===== config.mk =====
export PLATFORM = sky130hd
export DESIGN_NAME = ped_walk_scheduler
export DESIGN_NICKNAME = d
export VERILOG_FILES = /design/src/rtl/traffic_pkg.sv /design/src/rtl/rr_pick.sv /design/src/rtl/ped_walk_scheduler.sv
export SDC_FILE = /design/constraint.sdc
export NUM_CORES = 1
export LEC_CHECK = 0
export CORE_MARGIN = 4
export CORE_UTILIZATION = 49
export DETAILED_ROUTE_END_ITERATION = 8
export GPL_ROUTABILITY_DRIVEN = 0
export HOLD_SLACK_MARGIN = 0.05
export PLACE_DENSITY = 0.81
export SLEW_MARGIN = 20
export SYNTH_ARGS = -nofsm -noshare
export SYNTH_HDL_FRONTEND = slang
export SYNTH_SLANG_ARGS = --single-unit

===== constraint.sdc =====
create_clock -name clk -period 2.95 [get_ports clk]
set_clock_uncertainty 0.1 [all_clocks]
set_input_delay 0.885 -clock clk [delete_from_list [all_inputs] [get_ports clk]]
set_output_delay 0.885 -clock clk [all_outputs]
set_load 0.005 [all_outputs]

===== src/rtl/traffic_pkg.sv =====
// Shared types and defaults for the intersection controller and its
// pedestrian-phase scheduler.
package traffic_pkg;

    typedef enum logic [2:0] {
        ST_IDLE  = 3'd0,
        ST_REQ   = 3'd1,
        ST_WALK  = 3'd2,
        ST_CLEAR = 3'd3,
        ST_GAP   = 3'd4
    } ped_state_e;

    localparam int DEF_N_REQ      = 4;
    localparam int DEF_WALK_TIME  = 10;
    localparam int DEF_CLEAR_TIME = 5;
    localparam int DEF_MIN_GAP    = 15;
    localparam int DEF_CNT_W      = 5;

    // Light-controller modes; ALL_RED is what walk_ack confirms.
    typedef enum logic [1:0] {
        LM_NORMAL  = 2'd0,
        LM_ALL_RED = 2'd1,
        LM_PED     = 2'd2,
        LM_FLASH   = 2'd3
    } light_mode_e;

endpackage


===== src/rtl/rr_pick.sv =====
// Combinational round-robin selector: first set pending bit searching
// upward from last_grant+1, wrapping at N_REQ.
module rr_pick #(
    parameter int N_REQ = 4,
    parameter int IDW   = 2
) (
    input  logic [N_REQ-1:0] pending,
    input  logic [IDW-1:0]   last_grant,
    output logic [IDW-1:0]   id,
    output logic             valid
);

    logic [2*N_REQ-1:0] dbl_s;
    logic [N_REQ-1:0]   rot_s;
    int                 start_s;
    int                 hit_s;

    // Rotate so the search start sits at bit 0, then take the lowest set bit.
    always_comb begin
        start_s = (int'(last_grant) >= N_REQ - 1) ? 0 : int'(last_grant) + 1;
        dbl_s   = {pending, pending};
        rot_s   = N_REQ'(dbl_s >> start_s);
        valid   = |rot_s;
        hit_s   = 0;
        for (int j = N_REQ - 1; j >= 0; j--) begin
            hit_s = rot_s[j] ? j : hit_s;
        end
        id = (start_s + hit_s >= N_REQ) ? IDW'(start_s + hit_s - N_REQ)
                                        : IDW'(start_s + hit_s);
    end

endmodule


===== src/rtl/ped_walk_scheduler.sv =====
// Pedestrian-phase scheduler: latches button presses, arbitrates them
// round-robin and sequences REQ -> WALK -> CLEAR -> GAP per crossing.
module ped_walk_scheduler
    import traffic_pkg::*;
#(
    parameter int N_REQ      = DEF_N_REQ,
    parameter int WALK_TIME  = DEF_WALK_TIME,
    parameter int CLEAR_TIME = DEF_CLEAR_TIME,
    parameter int MIN_GAP    = DEF_MIN_GAP,
    parameter int CNT_W      = DEF_CNT_W
) (
    input  logic                     clk,
    input  logic                     reset,
    input  logic [N_REQ-1:0]         ped_btn,
    input  logic                     walk_ack,
    output logic                     walk_req,
    output logic [$clog2(N_REQ)-1:0] walk_id,
    output logic [N_REQ-1:0]         walk,
    output logic                     flash,
    output logic                     walk_done,
    output logic [N_REQ-1:0]         pending
);

    localparam int               IDW     = $clog2(N_REQ);
    localparam logic [N_REQ-1:0] LSB_ONE = {{(N_REQ-1){1'b0}}, 1'b1};

    ped_state_e       state_q;
    logic [CNT_W-1:0] cnt_q;
    logic [N_REQ-1:0] btn_q;
    logic [N_REQ-1:0] pending_q;
    logic [N_REQ-1:0] pending_d;
    logic [N_REQ-1:0] press_s;
    logic [N_REQ-1:0] clr_s;
    logic [N_REQ-1:0] id_onehot_s;
    logic [IDW-1:0]   last_grant_q;
    logic [IDW-1:0]   pick_id_s;
    logic             pick_valid_s;
    logic             walk_req_q;
    logic [IDW-1:0]   walk_id_q;
    logic [N_REQ-1:0] walk_q;
    logic             flash_q;
    logic             walk_done_q;

    rr_pick #(
        .N_REQ (N_REQ),
        .IDW   (IDW)
    ) u_rr_pick (
        .pending    (pending_q),
        .last_grant (last_grant_q),
        .id         (pick_id_s),
        .valid      (pick_valid_s)
    );

    assign id_onehot_s = LSB_ONE << walk_id_q;

    // A press coinciding with its own ack is absorbed: the clear wins.
    always_comb begin
        press_s = ped_btn & ~btn_q;
        if (state_q == ST_REQ && walk_ack) begin
            clr_s = id_onehot_s;
        end else begin
            clr_s = N_REQ'(0);
        end
        pending_d = (pending_q | press_s) & ~clr_s;
    end

    // Button edge detect and pending-press register.
    always_ff @(posedge clk or negedge reset) begin
        if (!reset) begin
            btn_q     <= N_REQ'(0);
            pending_q <= N_REQ'(0);
        end else begin
            btn_q     <= ped_btn;
            pending_q <= pending_d;
        end
    end

    // Phase FSM with down-counter; every output is a register.
    always_ff @(posedge clk or negedge reset) begin
        if (!reset) begin
            state_q      <= ST_IDLE;
            cnt_q        <= CNT_W'(0);
            last_grant_q <= IDW'(N_REQ - 1);
            walk_req_q   <= 1'b0;
            walk_id_q    <= IDW'(0);
            walk_q       <= N_REQ'(0);
            flash_q      <= 1'b0;
            walk_done_q  <= 1'b0;
        end else begin
            walk_done_q <= 1'b0;
            case (state_q)
                ST_IDLE: begin
                    if (pick_valid_s) begin
                        state_q    <= ST_REQ;
                        walk_req_q <= 1'b1;
                        walk_id_q  <= pick_id_s;
                    end
                end
                ST_REQ: begin
                    if (walk_ack) begin
                        state_q      <= ST_WALK;
                        walk_req_q   <= 1'b0;
                        last_grant_q <= walk_id_q;
                        cnt_q        <= CNT_W'(WALK_TIME - 1);
                        walk_q       <= id_onehot_s;
                    end
                end
                ST_WALK: begin
                    if (cnt_q == CNT_W'(0)) begin
                        state_q <= ST_CLEAR;
                        walk_q  <= N_REQ'(0);
                        flash_q <= 1'b1;
                        cnt_q   <= CNT_W'(CLEAR_TIME - 1);
                    end else begin
                        cnt_q <= cnt_q - CNT_W'(1);
                    end
                end
                ST_CLEAR: begin
                    if (cnt_q == CNT_W'(0)) begin
                        state_q     <= ST_GAP;
                        flash_q     <= 1'b0;
                        walk_done_q <= 1'b1;
                        cnt_q       <= CNT_W'(MIN_GAP - 1);
                    end else begin
                        cnt_q <= cnt_q - CNT_W'(1);
                    end
                end
                ST_GAP: begin
                    if (cnt_q == CNT_W'(0)) begin
                        state_q <= ST_IDLE;
                    end else begin
                        cnt_q <= cnt_q - CNT_W'(1);
                    end
                end
                default: begin
                    state_q    <= ST_IDLE;
                    walk_req_q <= 1'b0;
                    walk_q     <= N_REQ'(0);
                    flash_q    <= 1'b0;
                end
            endcase
        end
    end

    assign walk_req  = walk_req_q;
    assign walk_id   = walk_id_q;
    assign walk      = walk_q;
    assign flash     = flash_q;
    assign walk_done = walk_done_q;
    assign pending   = pending_q;

endmodule


==> flow_metrics.tcl <==
set metrics [dict create \
    layout.nets 170 \
    ys_seq_elements 27 \
    timing.critical_path.to_type "primary output" \
    pin_count 20 \
    layout-area-overhead-vs-synth_pct 17.6 \
    clock_tree_buffer_depth 2 \
    synth.area.top_cells "dfrtp_1, a21oi_1, dfstp_2" \
    fmax_ghz 0.421 \
    antenna_cells_inserted 0 \
    synth_most_common_cell "dfrtp_1" \
    worst_setup_hold_path_clk_slew_ns 0.13 \
    timing.slew.headroom_pct 51.2 \
    timing.final.crit_share_pct 80.6 \
    clock_root_cell "clkbuf_4" \
    final-hold-violation-count 0 \
    initial_utilization_pct 53.2 \
    synth_top_area_cell "dfrtp_1" \
    place.detailed.hpwl_um 2170 \
    post_synth_top_area_share_pct 45.8 \
    post_synth_num_cell_types 44 \
    cts_buffers 3 \
    cts.sinks 27 \
    power_leakage_nw 0.689 \
    path_delay_family "buffers and inverters" \
    slowest_stage_cell_cp "clkdlybuf4s50_1" \
    drt_wl_total_um 3130 \
    drt_pre_antenna_iters 4 \
    postCtsSetupRepairBufs 0 \
    worst-endpoint-required_ns 1.97 \
    grt_antenna_before_repair 0 \
    fin_setup_tns_ns 0 \
    cts_htree_levels 1 \
    layout-drive-gt1-share_pct 7.55 \
    fp.dieH_um 60.8 \
    critical_path_buf_inv_count 1 \
    chipWidth_um 60.8 \
    cp_cell_sequence "clkdlybuf4s50_1" \
    via_count_of_the_first_global_routing_pass 1112 \
    worst_hold_path_type "reg -> reg" \
    synthesis.area_um2 1370 \
    timing.critical_path.arrival_ns 1.39 \
    core_area_um2 2570 \
    yosysSeqAreaShare_pct 49.6 \
    synth_area_per_cell_um2 9.76 \
    power-per-cell-area_nw_per_um2 996 \
    synth_commonest_cells "dfrtp_1, a21oi_1, nor2_1" \
    row_count 18 \
    timing_worst_setup_path_type "reg -> out" \
    postSynthCellCount 140 \
    grt_setup_unrepaired "no" \
    grt_first_pass_wirelength_um 5190 \
    routedWlPerCell_um 16.5 \
    maxCapViolations 0 \
    cts_resized 0 \
    viasPerCell 6.19 \
    die_area_um2 3700 \
    final_antenna_net_count 0 \
    tritoncts "built" \
    critPathMaxStageDelay_ns 0.56 \
    async_flop_share_pct 100 \
    finalHoldWorstSlack_ns 0.416 \
    synth_fp_nets 150 \
    detail_route.drc_violations 0 \
    worstMarginPinSlew_ns 0.730 \
    timing_max_transition_violations_final 0 \
    setup_viol_count_final 0 \
    portBuffers 19 \
    min_period_ns 2.38 \
    routed-via-count 1169 \
    grt_remaining_overflow 0 \
    initialDrtViolationCount 62 \
    critical_path_peak_fanout 8 \
    start_kind "register" \
    worst_skew_pair.late_latency_ns 0.33 \
    yosysWarningCount 0 \
    grt_max_degree 28 \
    synth_edf_count 0 \
    run_status "completed" \
    total_routing_usage_reported_by_global_routing_pct 18.8 \
    cts_hold_repair.buffers 0 \
    max-vdd-ir-drop_mv 0.633 \
    yosys_most_used_dff "dfrtp_1" \
]
## layer usage
| layer | global-route usage (%) | share of wire [%] | vias up |
|---|---|---|---|
| li1 | - | - | 546 |
| met1 | 25.8 | 45 | 573 |
| met2 | 29.3 | 48 | 43 |
| met3 | 3.19 | 5.6 | 7 |
| met4 | 8.36 | 1.6 | 0 |
| met5 | 0 | 0 | - |
## power by group
part           internal [mW]  switching [mW]  leakage (nW)
logic                  0.383           0.337         0.357
clock network         0.0530           0.106        0.0150
registers              0.510           0.211         0.316
total                  0.946           0.654         0.689
## registers in the layout, indices dropped and copies added, names as in the netlist
signal / cells
walk: 4
flash: 1
btn_q: 4
walk_done: 1
walk_req: 1
last_grant_q: 2
state_q: 3
cnt_q: 5
pending: 4
walk_id: 2
## layout by cell type, fill, tap and decap left out, types with 3 or more instances in the layout
master            n
nor2b_1           3
nor4_1            3
inv_1             8
nand2_1          12
dfrtp_1          25
nor2_1           13
a21oi_1          15
nor3_1            4
o21ai_0           8
clkbuf_4          3
ha_1              3
clkdlybuf4s50_1  19
a2bb2oi_1         3
## kinds of logic after synthesis
family,share of synthesized area (%)
compound gates,24.1
xor+xnor,1.28
fa+ha+maj,2.75
buf+inv,3.75
flops,49.6
mux,2.38
simple gates,16.1
## per-stage QoR
| stage | setup WS, ns | total power, mW | cells | instance area, um^2 | utilization (%) |
|---|---|---|---|---|---|
| after floorplan | 1.09 | 1.14 | 140 | 1370 | - |
| after global placement | 0.535 | 1.37 | 185 | 1580 | 61.5 |
| after detailed placement | 0.494 | 1.42 | 185 | 1580 | 61.5 |
| after CTS | 0.565 | 1.60 | 189 | 1610 | 62.6 |
| after global routing | 0.523 | 1.71 | 189 | 1610 | 62.6 |
| final | 0.573 | 1.60 | 189 | 1610 | 62.6 |
## cell type report
| class | count | area, um^2 |
|---|---|---|
| timing repair buffer | 20 | 198 |
| clock buffer | 4 | 26.3 |
| inverter | 8 | 30.0 |
| tap | 30 | 37.5 |
| sequential | 27 | 678 |
| fill | 225 | 961 |
| multi-input combinational | 100 | 637 |
## path summary, 6_finish.rpt
| path | start | end | slack, ns | depth (start not counted) |
|---|---|---|---|---|
| min | walk_req | walk_req | 0.42 | 2 |
| max | walk_id[0] | walk_id[0] | 0.57 | 1 |
| max reg2reg | cnt_q[0] | walk[3] | 0.81 | 6 |
| min in group asynchronous | reset | state_q[2] | 0.80 | 2 |
| max in group asynchronous | reset | last_grant_q[0] | 1.64 | 2 |
| min reg2reg | walk_req | walk_req | 0.42 | 2 |
Note: power is estimated with default switching activity, not from simulation.
